File: src/rtl/pad_io_serdes_if.sv
// pad_io_serdes_if: pad inputs, retimed core inputs, result handshake and serial pad output of pad_io_serdes.
interface pad_io_serdes_if #(
  parameter int DATA_W = 12,
  parameter int NUM_VALID = 2,
  parameter int RES_W = 24,
  parameter int LANES = 1
);
  logic [NUM_VALID-1:0] pad_in_valid, core_in_valid;
  logic [DATA_W-1:0] pad_in_data, core_in_data;
  logic res_valid, res_ready, out_valid, ovf;
  logic [RES_W-1:0] res_data;
  logic [LANES-1:0] out_data;
  modport master (
    output pad_in_valid, pad_in_data, res_valid, res_data,
    input core_in_valid, core_in_data, res_ready, out_valid, out_data, ovf
  );
  modport slave (
    input pad_in_valid, pad_in_data, res_valid, res_data,
    output core_in_valid, core_in_data, res_ready, out_valid, out_data, ovf
  );
endinterface

File: src/rtl/pad_io_serdes.sv
// pad_io_serdes: retimes pad inputs into the core and serialises FIFO-buffered results onto LANES pins.
// Optional OUT_PARITY_EN appends an even-parity beat to every frame.
module pad_io_serdes #(
  parameter int DATA_W = 12,
  parameter int NUM_VALID = 2,
  parameter int IN_STAGES = 1,
  parameter int RES_W = 24,
  parameter int LANES = 1,
  parameter int DEPTH = 4,
  parameter int GAP_CYCLES = 0
) (
  input logic clk,
  input logic rst_n,
  pad_io_serdes_if.slave io
);
  localparam int BEATS = RES_W / LANES;
  localparam int CW = BEATS > 1 ? $clog2(BEATS) : 1;
  localparam int GW = GAP_CYCLES > 1 ? $clog2(GAP_CYCLES) : 1;
  localparam int GL = GAP_CYCLES > 0 ? GAP_CYCLES - 1 : 0;
  localparam int AW = $clog2(DEPTH);
  localparam int IW = NUM_VALID + DATA_W;
  localparam logic [1:0] IDLE = 2'd0, SHIFT = 2'd1, GAP = 2'd3;
`ifdef OUT_PARITY_EN
  localparam logic [1:0] PAR = 2'd2;
  logic par_q;
`endif
  logic [IW-1:0] pipe [IN_STAGES];
  logic [RES_W-1:0] mem [DEPTH];
  logic [AW-1:0] wp, rp;
  logic [AW:0] occ;
  logic push, pop, empty, full, ovf_q;
  logic [1:0] st;
  logic [RES_W-1:0] sh;
  logic [CW-1:0] cnt;
  logic [GW-1:0] gcnt;
  logic ov;
  logic [LANES-1:0] od;
  logic last, adv, fin, gap_done, try_load;

  always_ff @(posedge clk or negedge rst_n) begin
    if (!rst_n) begin
      for (int i = 0; i < IN_STAGES; i++) pipe[i] <= '0;
    end else begin
      pipe[0] <= {io.pad_in_valid, io.pad_in_data};
      for (int i = 1; i < IN_STAGES; i++) pipe[i] <= pipe[i-1];
    end
  end
  assign {io.core_in_valid, io.core_in_data} = pipe[IN_STAGES-1];

  // Ready comes from registered occupancy only, so a same-cycle pop never frees a slot early.
  assign full = occ[AW];
  assign empty = occ == '0;
  assign push = io.res_valid && !full;
  assign io.res_ready = !full;
  assign io.ovf = ovf_q;

  always_ff @(posedge clk) begin
    if (push) mem[wp] <= io.res_data;
  end

  always_ff @(posedge clk or negedge rst_n) begin
    if (!rst_n) begin
      wp <= '0;
      rp <= '0;
      occ <= '0;
      ovf_q <= 1'b0;
    end else begin
      if (push) wp <= wp + 1'b1;
      if (pop) rp <= rp + 1'b1;
      occ <= occ + (AW+1)'(push) - (AW+1)'(pop);
      ovf_q <= ovf_q || (io.res_valid && full);
    end
  end

  always_comb begin
    last = st == SHIFT && cnt == CW'(BEATS - 1);
    adv = st == SHIFT && !last;
`ifdef OUT_PARITY_EN
    fin = st == PAR;
`else
    fin = last;
`endif
    gap_done = st == GAP && gcnt == GW'(GL);
    // The final gap cycle may load the next frame directly, keeping the low stretch exactly GAP_CYCLES.
    try_load = st == IDLE || (fin && GAP_CYCLES == 0) || gap_done;
    pop = try_load && !empty;
  end

  always_ff @(posedge clk or negedge rst_n) begin
    if (!rst_n) begin
      st <= IDLE;
      sh <= '0;
      cnt <= '0;
      gcnt <= '0;
      ov <= 1'b0;
      od <= '0;
`ifdef OUT_PARITY_EN
      par_q <= 1'b0;
`endif
    end else begin
      cnt <= adv ? cnt + 1'b1 : '0;
      if (pop) begin
        st <= SHIFT;
        ov <= 1'b1;
        od <= mem[rp][LANES-1:0];
        sh <= mem[rp] >> LANES;
`ifdef OUT_PARITY_EN
        par_q <= ^mem[rp];
`endif
      end else if (adv) begin
        od <= sh[LANES-1:0];
        sh <= sh >> LANES;
`ifdef OUT_PARITY_EN
      end else if (last) begin
        st <= PAR;
        od <= LANES'(par_q);
`endif
      end else if (fin && GAP_CYCLES > 0) begin
        st <= GAP;
        gcnt <= '0;
        ov <= 1'b0;
        od <= '0;
      end else if (st == GAP && !gap_done) begin
        gcnt <= gcnt + 1'b1;
      end else if (try_load) begin
        st <= IDLE;
        ov <= 1'b0;
        od <= '0;
      end
    end
  end
  assign io.out_valid = ov;
  assign io.out_data = od;
endmodule

File: src/flat_wrapper.sv
// flat-port wrapper written by rule: the top's interface ports become plain ports
module pad_io_serdes_flat 
#(
  parameter int DATA_W = 12,
  parameter int NUM_VALID = 2,
  parameter int IN_STAGES = 1,
  parameter int RES_W = 24,
  parameter int LANES = 1,
  parameter int DEPTH = 4,
  parameter int GAP_CYCLES = 0
)
  (clk, rst_n, io_pad_in_valid, io_pad_in_data, io_res_valid, io_res_data, io_core_in_valid, io_core_in_data, io_res_ready, io_out_valid, io_out_data, io_ovf);
  pad_io_serdes_if #(.DATA_W(DATA_W), .NUM_VALID(NUM_VALID), .RES_W(RES_W), .LANES(LANES)) io_i ();
  input logic clk;
  input logic rst_n;
  input wire logic [$bits(io_i.pad_in_valid)-1:0] io_pad_in_valid;
  input wire logic [$bits(io_i.pad_in_data)-1:0] io_pad_in_data;
  input wire logic [$bits(io_i.res_valid)-1:0] io_res_valid;
  input wire logic [$bits(io_i.res_data)-1:0] io_res_data;
  output wire logic [$bits(io_i.core_in_valid)-1:0] io_core_in_valid;
  output wire logic [$bits(io_i.core_in_data)-1:0] io_core_in_data;
  output wire logic [$bits(io_i.res_ready)-1:0] io_res_ready;
  output wire logic [$bits(io_i.out_valid)-1:0] io_out_valid;
  output wire logic [$bits(io_i.out_data)-1:0] io_out_data;
  output wire logic [$bits(io_i.ovf)-1:0] io_ovf;
  assign io_i.pad_in_valid = io_pad_in_valid;
  assign io_i.pad_in_data = io_pad_in_data;
  assign io_i.res_valid = io_res_valid;
  assign io_i.res_data = io_res_data;
  assign io_core_in_valid = io_i.core_in_valid;
  assign io_core_in_data = io_i.core_in_data;
  assign io_res_ready = io_i.res_ready;
  assign io_out_valid = io_i.out_valid;
  assign io_out_data = io_i.out_data;
  assign io_ovf = io_i.ovf;
  pad_io_serdes #(.DATA_W(DATA_W), .NUM_VALID(NUM_VALID), .IN_STAGES(IN_STAGES), .RES_W(RES_W), .LANES(LANES), .DEPTH(DEPTH), .GAP_CYCLES(GAP_CYCLES)) u_core (.clk(clk), .rst_n(rst_n), .io(io_i));
endmodule
File: config.mk
export PLATFORM = sky130hd
export DESIGN_NAME = pad_io_serdes_flat
export DESIGN_NICKNAME = d
export VERILOG_FILES = /design/src/rtl/pad_io_serdes_if.sv /design/src/rtl/pad_io_serdes.sv /design/src/flat_wrapper.sv
export SDC_FILE = /design/constraint.sdc
export NUM_CORES = 1
export LEC_CHECK = 0
export CORE_ASPECT_RATIO = 1.4
export CORE_UTILIZATION = 50
export DETAILED_ROUTE_END_ITERATION = 7
export HOLD_SLACK_MARGIN = 0.02
export PLACE_DENSITY = 0.76
export SYNTH_ARGS = -nofsm -noshare
export SYNTH_HDL_FRONTEND = slang
export SYNTH_SLANG_ARGS = --single-unit
export TNS_END_PERCENT = 1
File: constraint.sdc
create_clock -name clk -period 2.6 [get_ports clk]
set_input_delay 0.52 -clock clk [delete_from_list [all_inputs] [get_ports clk]]
set_output_delay 0.52 -clock clk [all_outputs]
set_load 0.03 [all_outputs]
==> results of run 1 <==
==> power breakdown <==
group / switching, W / internal (W) / total (W)
clock network: 0.000927 / 0.00141 / 0.00234
logic: 0.000911 / 0.000866 / 0.00178
registers: 0.000228 / 0.00299 / 0.00322
total: 0.00207 / 0.00527 / 0.00734
==> metrics by stage <==
step | total power (W) | instances | hold WS [ps] | instance area [um^2] | utilization (%)
after floorplan | 0.00454 | 308 | 224 | 5710 | -
after global placement | 0.00499 | 501 | 442 | 6490 | 59.1
after detailed placement | 0.00506 | 501 | 450 | 6490 | 59.1
after CTS | 0.00743 | 533 | 84.6 | 7080 | 64.5
after global routing | 0.00771 | 533 | 108 | 7080 | 64.5
final | 0.00734 | 533 | 80.1 | 7080 | 64.5
==> cell families (layout without fill, tap and decap cells) <==
kind of cell | Yosys count | after routing | synth area share (%)
buffers and inverters | 27 | 111 | 2.63
AOI/OAI and AO/OA | 51 | 51 | 7.14
adders and majority gates | 8 | 8 | 1.88
muxes | 24 | 24 | 10.3
xor gates and xnor gates | 7 | 7 | 1.07
DFF | 148 | 148 | 73.2
and+or+nand+nor | 43 | 43 | 3.74
==> final timing paths <==
kind | cells past startpoint | slack, ps | start | endpoint
max | 2 | 280 | u_core.io.out_valid | io_out_valid
min | 1 | 80 | rst_n | u_core.io.ovf
max reg2reg | 10 | 380 | u_core.cnt[0] | u_core.occ[2]
min reg2reg | 1 | 460 | u_core.io.ovf | u_core.io.ovf
max in group asynchronous | 2 | 1890 | rst_n | u_core.sh[19]
min in group clk | 1 | 460 | u_core.io.ovf | u_core.io.ovf
==> final cells by class <==
class,count,area [um^2]
clock inverter,15,158
inverter,8,30.0
multi-input combinational,133,1380
fill,772,3900
sequential,148,4180
timing repair buffer,71,723
clock buffer,17,425
tap,141,176
==> worst max-delay path: cells and delay by family, from the launching register on <==
kind / cells / cell delay (ps)
buf+inv: 2 / 1050
flops: 1 / 340
==> synthesized netlist by cell type, types with 2 or more instances <==
cell type / instances / share of area [%]
inv_1: 8 / 0.53
and2_1: 5 / 0.55
edfxtp_1: 96 / 50
buf_6: 2 / 0.39
mux4_2: 11 / 4.3
a22oi_1: 22 / 2.9
buf_4: 2 / 0.26
a2bb2oi_1: 22 / 3.4
xor2_1: 3 / 0.46
mux4_1: 13 / 6.0
ha_1: 7 / 1.5
a21boi_0: 2 / 0.26
nor2_1: 2 / 0.13
xnor2_1: 4 / 0.61
clkbuf_1: 6 / 0.39
nand2_1: 28 / 1.8
buf_2: 8 / 0.70
dfrtp_1: 52 / 23
==> routing by layer <==
metal	vias up	track usage, %	routed length (um)
li1	1350	-	-
met1	1516	22.3	3990
met2	93	30.2	5130
met3	15	5.85	469
met4	0	8.82	189
met5	-	0	0
==> registers in the layout, indices dropped and copies added, names as in the netlist <==
signal               count
u_core.cnt               5
u_core.io.out_data       1
u_core.wp                2
u_core.pipe             14
u_core.sh               23
u_core.io.out_valid      1
u_core.occ               3
u_core.io.ovf            1
u_core.mem              96
u_core.rp                2
==> results.cfg, run 1 <==
[run_status]
status = completed

[place]
pre_cts_slack_ps = 360
port_buffers = 58
gp_congestion = 0.711
hpwl_um = 5950

[routing]
post_drt_wl_per_cell_um = 18.3
num_vias = 2974
via_per_inst = 5.58
drtIter0Drc = 320
drt_wl_total_um = 9780
postRouteAntennaNets = 0
firstDrtPassIters = 5
drc = 0

[hold_path]
hold_path_class = input pin to asynchronous set/reset pin

[timing]
layout_setup_ws_ps = 276
max_freq_mhz = 430
finalHoldViolCount = 0
finalMaxSlewViolations = 0
fin_crit_sh_pct = 89.4
skew_ps = 6.45
slew_headroom_pct = 49.0
rsz0062_at_grt = false
worst_pin_slew_ps = 766
setup_tns_ps = 0
setup_violations = 0
period_minus_slack_ps = 2320

[grt]
overflow = 0
grt_usage_pct = 18.5
grt_pass1_wl_um = 16100
first_global_vias = 3132
antenna_found_initial = 0
grt_max_degree = 30

[worst_setup_path]
cp.required_ps = 2080
path_cells = buf_4 -> clkdlybuf4s50_1
arrival_ps = 1800
cp-end-kind = output port
slowest_stage = clkdlybuf4s50_1
critPathMaxFanout = 29
critPathMaxStageDelay_ps = 740
start_kind = flop
critPathKind = flop to output port

[logic_synthesis]
synth_edf_count = 96
synth_ff_type = edfxtp_1
yosysUniqueCellTypes = 33
ys_warn_count = 0
async_flop_share_pct = 35.1
ys_ff_latch = 148
seq_area_frac_synth_pct = 73.2
avgSynthCellArea_um2 = 18.6
synth_cells = 308
syn-cell-area_um2 = 5710
syn_nets = 357

[die]
dieArea_um2 = 11900
dieHeight_um = 128
initial_core_util_pct = 52.0
coreArea_um2 = 11000
die_w_um = 92.4
ios = 59
rows = 45

[clock_network]
cts_tree = done
cts-root-buf = clkbuf_16
clkLatencyLatePin_ps = 410
postCtsHoldBufs = 0
h-tree-depth = 4
cts.repair.resized = 0
numCtsBuffers = 17
post_cts_buffers = 0
cts_sinks = 148
cts_buffer_depth = 2
clkSlewWorstSetupHoldPaths_ps = 60

[pwr]
cellLeakagePower_nw = 2.72
power.density_nw_per_um2 = 1040
peakVddDrop_uv = 516

[layout]
final_common_cell = edfxtp_1
final_cell_mix = edfxtp_1, clkdlybuf4s50_1, dfrtp_1, nand2_1
area_growth_pct = 23.8
antenna_cells = 0
drive_above_1_share_pct = 15.3
nets = 428

[flow_run]
maxCapViolCount = 0
Power figures use the tool's default switching activity.
==> run 2: changes to the inputs <==
--- a/config.mk
+++ b/config.mk
@@ -7,6 +7,7 @@
 export LEC_CHECK = 0
 export CORE_ASPECT_RATIO = 1.4
 export CORE_UTILIZATION = 50
+export CTS_CLUSTER_DIAMETER = 120
 export DETAILED_ROUTE_END_ITERATION = 7
 export HOLD_SLACK_MARGIN = 0.02
 export PLACE_DENSITY = 0.76
==> results of run 2 <==
Same layout as run 1: the final DEF is identical, and so are final timing and power.
